**src/rtl/layer_deserializer.sv**
```systemverilog
// layer_deserializer
//
// Packs a word-serial stream of fixed-point samples into one parallel vector
// of numInputs words, shaped like a layer's layerIn/layerValid pair. Sample
// words are passed through bit-for-bit; no arithmetic is applied to them.
// Frame boundaries are checked against inLast: a frame that ends early or
// runs past numInputs words is reported on frameError and discarded.
//
// Ports
//   clk          in   single clock, rising-edge
//   reset        in   asynchronous, active-low; clears all state immediately
//   inData       in   [dataWidth]           incoming sample word
//   inValid      in   inData/inLast valid this cycle
//   inLast       in   final word of a frame (qualified by inValid)
//   inReady      out  a word can be accepted this cycle
//   vectorOut    out  [dataWidth*numInputs] packed vector, word k at
//                     [(k+1)*dataWidth-1 -: dataWidth]
//   vectorValid  out  vectorOut holds a complete frame
//   vectorReady  in   downstream accepts the vector
//   frameError   out  one-cycle pulse on frame length mismatch
//   wordCount    out  [counterWidth] words accepted into the current frame

module layer_deserializer #(
  parameter int dataWidth    = 16,
  parameter int numInputs    = 16,
  parameter int counterWidth = $clog2(numInputs + 1)
) (
  input  logic                           clk,
  input  logic                           reset,
  input  logic [dataWidth-1:0]           inData,
  input  logic                           inValid,
  input  logic                           inLast,
  output logic                           inReady,
  output logic [dataWidth*numInputs-1:0] vectorOut,
  output logic                           vectorValid,
  input  logic                           vectorReady,
  output logic                           frameError,
  output logic [counterWidth-1:0]        wordCount
);

  localparam logic [counterWidth-1:0] LAST_IDX = counterWidth'(numInputs - 1);
  localparam logic [counterWidth-1:0] FULL_CNT = counterWidth'(numInputs);
  localparam logic [counterWidth-1:0] ONE      = counterWidth'(1);

  typedef enum logic {
    FILL = 1'b0,
    FULL = 1'b1
  } state_t;

  state_t state;
  logic   accept;
  logic   at_last_slot;

  assign accept       = inValid & inReady;
  assign at_last_slot = (wordCount == LAST_IDX);

  always_ff @(posedge clk or negedge reset) begin
    if (!reset) begin
      state       <= FILL;
      inReady     <= 1'b0;
      vectorValid <= 1'b0;
      frameError  <= 1'b0;
      wordCount   <= '0;
      vectorOut   <= '0;
    end else begin
      frameError <= 1'b0;
      case (state)
        FILL: begin
          // inReady is held low through reset and first rises here.
          inReady <= 1'b1;
          if (accept) begin
            vectorOut[int'(wordCount)*dataWidth +: dataWidth] <= inData;
            if (at_last_slot && inLast) begin
              state       <= FULL;
              inReady     <= 1'b0;
              vectorValid <= 1'b1;
              wordCount   <= FULL_CNT;
            end else if (!at_last_slot && !inLast) begin
              wordCount <= wordCount + ONE;
            end else begin
              // Short or over-long frame: restart at slot 0. Stale slots are
              // never exposed because vectorValid stays low until a clean
              // frame has overwritten every slot.
              frameError <= 1'b1;
              wordCount  <= '0;
            end
          end
        end
        FULL: begin
          // vectorOut stays frozen until the downstream handshake.
          if (vectorReady) begin
            state       <= FILL;
            inReady     <= 1'b1;
            vectorValid <= 1'b0;
            wordCount   <= '0;
          end
        end
        default: begin
          state <= FILL;
        end
      endcase
    end
  end

endmodule

```
**config.mk**
```make
export PLATFORM = sky130hd
export DESIGN_NAME = layer_deserializer
export DESIGN_NICKNAME = d
export VERILOG_FILES = /design/src/rtl/layer_deserializer.sv
export SDC_FILE = /design/constraint.sdc
export NUM_CORES = 1
export LEC_CHECK = 0
export ABC_AREA = 1
export BUFFER_PORTS_ARGS = -buffer_cell sky130_fd_sc_hd__buf_4
export CORE_MARGIN = 2
export CORE_UTILIZATION = 48
export DETAILED_ROUTE_END_ITERATION = 10
export PLACE_DENSITY = 0.76
export SLEW_MARGIN = 15
export SYNTH_ARGS = -nofsm -noshare
export SYNTH_HDL_FRONTEND = slang
export SYNTH_SLANG_ARGS = --single-unit
```
**constraint.sdc**
```tcl
create_clock -name clk -period 2.1 [get_ports clk]
set_input_delay 0.315 -clock clk [delete_from_list [all_inputs] [get_ports clk]]
set_output_delay 0.315 -clock clk [all_outputs]
set_load 0.01 [all_outputs]
```
* Yosys cells after proc, flatten, opt, wreduce, memory -nomap -nowiden *
Cells that the tools add are included.
Widths: inputs -> output; s select.

word-level totals
  flip-flop bits (word level) = 265
  input port bits = 21
  output and inout bits = 264
  logic and storage cells = 45

cells by class
  $add $sub $neg = 2
  equality and inequality tests = 4
  shift operators = 2
  multiplexer cells = 22
  bitwise logic cells = 2
  reductions and logical operators = 7

operator list
  kind                       number
  $bwmux 256                 1
  $shift 16x33->256 const A  1
  $shiftx 16x33->256         1
  $neg 9->33                 1
  $mux 5                     4
  $mux 1                     13
  $pmux 5 s2                 1
  $ne 2x2->1 const B         3
  $pmux 1 s2                 3
  $add 5x1->5 const B        1
  $eq 5x4->1 const B         1
  $reduce_and 2->1           2
  $reduce_and 3->1           1
  $logic_and 1x1->1          2
  $logic_not 1->1            2
  $and 1x1->1                1
  $not 1->1                  1

* Depth between registers and ports, before layout *
  depth after elaboration = 7
  gate-level depth with buffers = 13
  depth with buffers taken out = 12

* Worst setup path after synthesis *
No wires, ideal clock.

  kind = register to register
  start point = register wordCount[0]
  end point = register vectorOut[150]
  library setup time = 117 ps
  data arrival time = 2151 ps
  required time = 1983 ps
  setup slack = -168 ps
  cell stages (with the launch flop) = 12
  path through = dfrtp_1 > inv_2 > ha_1 > nand2_1 > nor2_1 > ha_1 > nand2_2 > a21oi_4 > nand4_1 > clkbuf_1 > nand2_1 > nand2_1

between the ends
  longest elaborated chain between the ends = 3
  elaborated cells on any way between the ends = 4

RTL lines
  what                                                            line  RTL
  start: declaration                                              38    output logic [counterWidth-1:0] wordCount
  start signal: assignment                                        79    wordCount <= wordCount + ONE;
  $neg 9->33 *                                                    72    vectorOut[int'(wordCount)*dataWidth +: dataWidth] <= inData;
  $shiftx 16x33->256 / $shift 16x33->256 (equally long branches)  72
  $bwmux 256 *                                                    72
  end signal: indexed assignment                                  72
  end: declaration                                                34    output logic [dataWidth*numInputs-1:0] vectorOut,

Mark *: on every way between the ends. The rest lies on a longest branch, timed or not.
A chain may end at the register's enable or synchronous reset.

* Worst setup path after layout *
  start point = register wordCount[0]
  end point = register vectorOut[128]

Same word-level chain as after synthesis.

==> flow_summary.yaml <==
run_status:
  status: "finished with violations"
  failing_checks: "negative setup slack"
setup_path:
  timing.critical_path.slowest_cell_delay_ps: 390
  crit_chain: "inv_4 > ha_4 > nand2_2 > nor2_2 > ha_4 > nand2_4 > nor3_4 > buf_6 > nand2_4 > clkbuf_16 > o21ai_0"
  timing.setup.critical_path_class: "reg2reg"
  crit_fanout: 15
  end_kind: "flop"
  timing.reg2reg.setup_slack_ps: -40
  worst-r2r-cell-count: 11
  worst-endpoint-required_ps: 2530
  crit_path_start_kind: "flop"
  critPathBufInv: 3
  worstReg2RegEnd: "vectorOut[128]"
  cp.arrival_ps: 2570
  worst-path-stages: 11
  cpLargestDelayFamily: "simple AND/OR/NAND/NOR gates"
  worstReg2RegStart: "wordCount[0]"
  critical-path-slowest-cell: "dfrtp_2"
cts:
  cts_root_buf: "clkbuf_16"
  cts_buffers: 28
  clock_tree_sinks: 265
  tritoncts: "done"
  clk_latency_ps: 540
  cts-root-to-sink-buffers: 3
  h-tree-depth: 1
  cts.reportedPaths.clkPinSlew_ps: 60
die:
  num_rows: 55
  die_area_um2: 24200
  core_um2: 22600
  top_level_ports: 285
  chipHeight_um: 155
  start_util: 0.487
  chipWidth_um: 155
sta:
  worst_slew_pin_slew_ps: 550
  hold_violations: 0
  fin_setup_tns_ps: -163
  period_share: 1.02
  worst_slack_ps: -41.2
  report.final.setup_viol: 15
  min_period_ps: 2140
  max-slew-margin-rel: 0.633
  final-max-slew-violation-count: 0
  rsz0062_at_grt: "yes"
  clock_skew_ps: 14.0
  clock.fmax_mhz: 467
logic_synthesis:
  syn_area_um2: 11000
  post-synth-top-area-cell: "dfrtp_1"
  synth_enable_flop_cells: 0
  synth.cells.most_frequent: "nand2_1, dfrtp_1, o21ai_0"
  syn-num-nets: 1292
  yosys.cell_count.top_type: "nand2_1"
  yosys.cell_types.count: 27
  synth_seq_cells: 265
  synthesis.yosys.warnings: 0
  async_flop_share: 1.00
  synth_area_leaders: "dfrtp_1, nand2_1, o21ai_0"
  yosysTopAreaCellShare: 0.603
  postSynthAreaPerCell_um2: 8.70
  post_synthesis_instance_total: 1265
  synth.yosys.seq_area_share: 0.603
  synth_top_flop_cell: "dfrtp_1"
global_route:
  met1_track_demand_over_resource: 0.413
  grt_antenna_before_repair: 0
  grt_remaining_overflow: 0
  global_route.usage.total: 0.291
  grt_most_used_layer: "met2"
  globalRouteMet3Util: 0.0432
  grt_first_pass_wirelength_mm: 55.0
  grt_use_met2: 0.457
  grt_max_degree: 72
  grt_pass1_vias: 9864
power_and_ir_drop:
  irDropWorstVdd_uv: 727
  power-per-cell-area_nw_per_um2: 911
  power.leakage_nw: 8.38
final_layout:
  total_number_of_nets_in_the_final_design: 1618
  final_cell_area_um2: 15500
  final_layout_size_suffix_gt1_frac: 0.295
  postLayoutCoreUtil: 0.685
  ant_diodes: 0
  area_delta_synth_final_pct: 40.6
  fill_cells: 1709
placed_design:
  dp_slack_ps: -22.0
  gp_congestion: 0.912
  placed_area_um2: 13800
  detailed_place_hpwl_mm: 24.9
  placement.io_buffers: 284
routing:
  detail_route.wirelength_mm: 37.7
  first_pass_iters: 5
  post-route-drc-count: 0
  via_per_inst: 5.61
  via_count: 10600
  postRouteAntennaNets: 0
  first_iter_violations: 1094
  route.detailed.wl_per_inst_um: 19.9
min_path:
  hold_path.class: "in2reg"
  worstHoldEndpoint: "state"
  worstHoldPathCells: 2
  min_from: "vectorReady"
run:
  max_cap_violations: 0
==> sequential cells by signal, indices dropped and copies added, names as in the netlist <==
signal       flops
vectorValid      1
inReady          1
frameError       1
wordCount        5
state            1
vectorOut      256
==> placed cells by master (no fill, tap or decap), drive strengths merged <==
cell	count
clkinvlp	2
nand4	94
clkinv	6
xnor2	1
dlygate4sd3	1
ha	6
o22ai	2
nand2	525
o21ai	129
inv	54
mux2i	1
nor2	63
a21oi	4
nor3	4
dfrtp	265
clkbuf	47
buf	366
bufinv	3
nand3	39
==> layer usage <==
metal	share of wire	wire length, µm
met1	0.40	15100
met2	0.47	17700
met3	0.090	3390
met4	0.042	1580
met5	0	0
==> worst max-delay path by stage <==
stage | from | slack, ps | to
6_report | wordCount[0] | -40 | vectorOut[128]
5_1_grt | wordCount[0] | -100 | vectorOut[128]
4_1_cts | wordCount[0] | 7 | vectorOut[247]
3_5_place_dp | wordCount[0] | -20 | vectorOut[14]
3_3_place_gp | wordCount[0] | 70 | vectorOut[12]
2_1_floorplan | wordCount[0] | 3 | vectorOut[182]
==> cells by family (layout without fill, tap and decap cells) <==
kind of cell,count (synthesis),count (layout),share of synthesized area
simple gates,725,725,0.279
flops,265,265,0.603
mux,1,1,0.000910
xor+xnor,1,1,0.000796
fa+ha+maj,6,6,0.00682
compound gates,135,135,0.0627
buf+inv,132,479,0.0473
==> where the power goes <==
part	internal (W)	switching (W)	leakage, nW
registers	0.00552	0.000283	3.68
clock network	0.00310	0.00205	0.473
logic	0.00117	0.00197	4.23
==> layout make-up <==
class | instances | area, µm² | share of cell area
sequential | 265 | 6630 | 0.429
multi-input combinational | 868 | 4080 | 0.264
timing repair buffer | 374 | 3230 | 0.209
clock buffer | 40 | 827 | 0.0535
tap | 285 | 357 | 0.0231
inverter | 54 | 208 | 0.0134
clock inverter | 11 | 139 | 0.00898
==> what timing repair did <==
item / CTS / global route
setup buffers: 7 / 16
hold buffers: 1 / 0
endpoints found under the setup margin: 21 / 233
hold endpoints to repair: 61 / 0
pin swaps: 1 / 23
resized for setup: 6 / 75
gates cloned: 1 / 10
==> per-stage QoR <==
stage               hold WS, ps  total power [W]  std cells
global placement            311          0.00861       1812
detailed placement          308          0.00868       1812
floorplan                  19.4          0.00723       1265
finish                     25.6           0.0141       1897
global route               16.3           0.0146       1897
CTS                        12.1           0.0139       1872
Note: power is estimated with default switching activity, not from simulation.
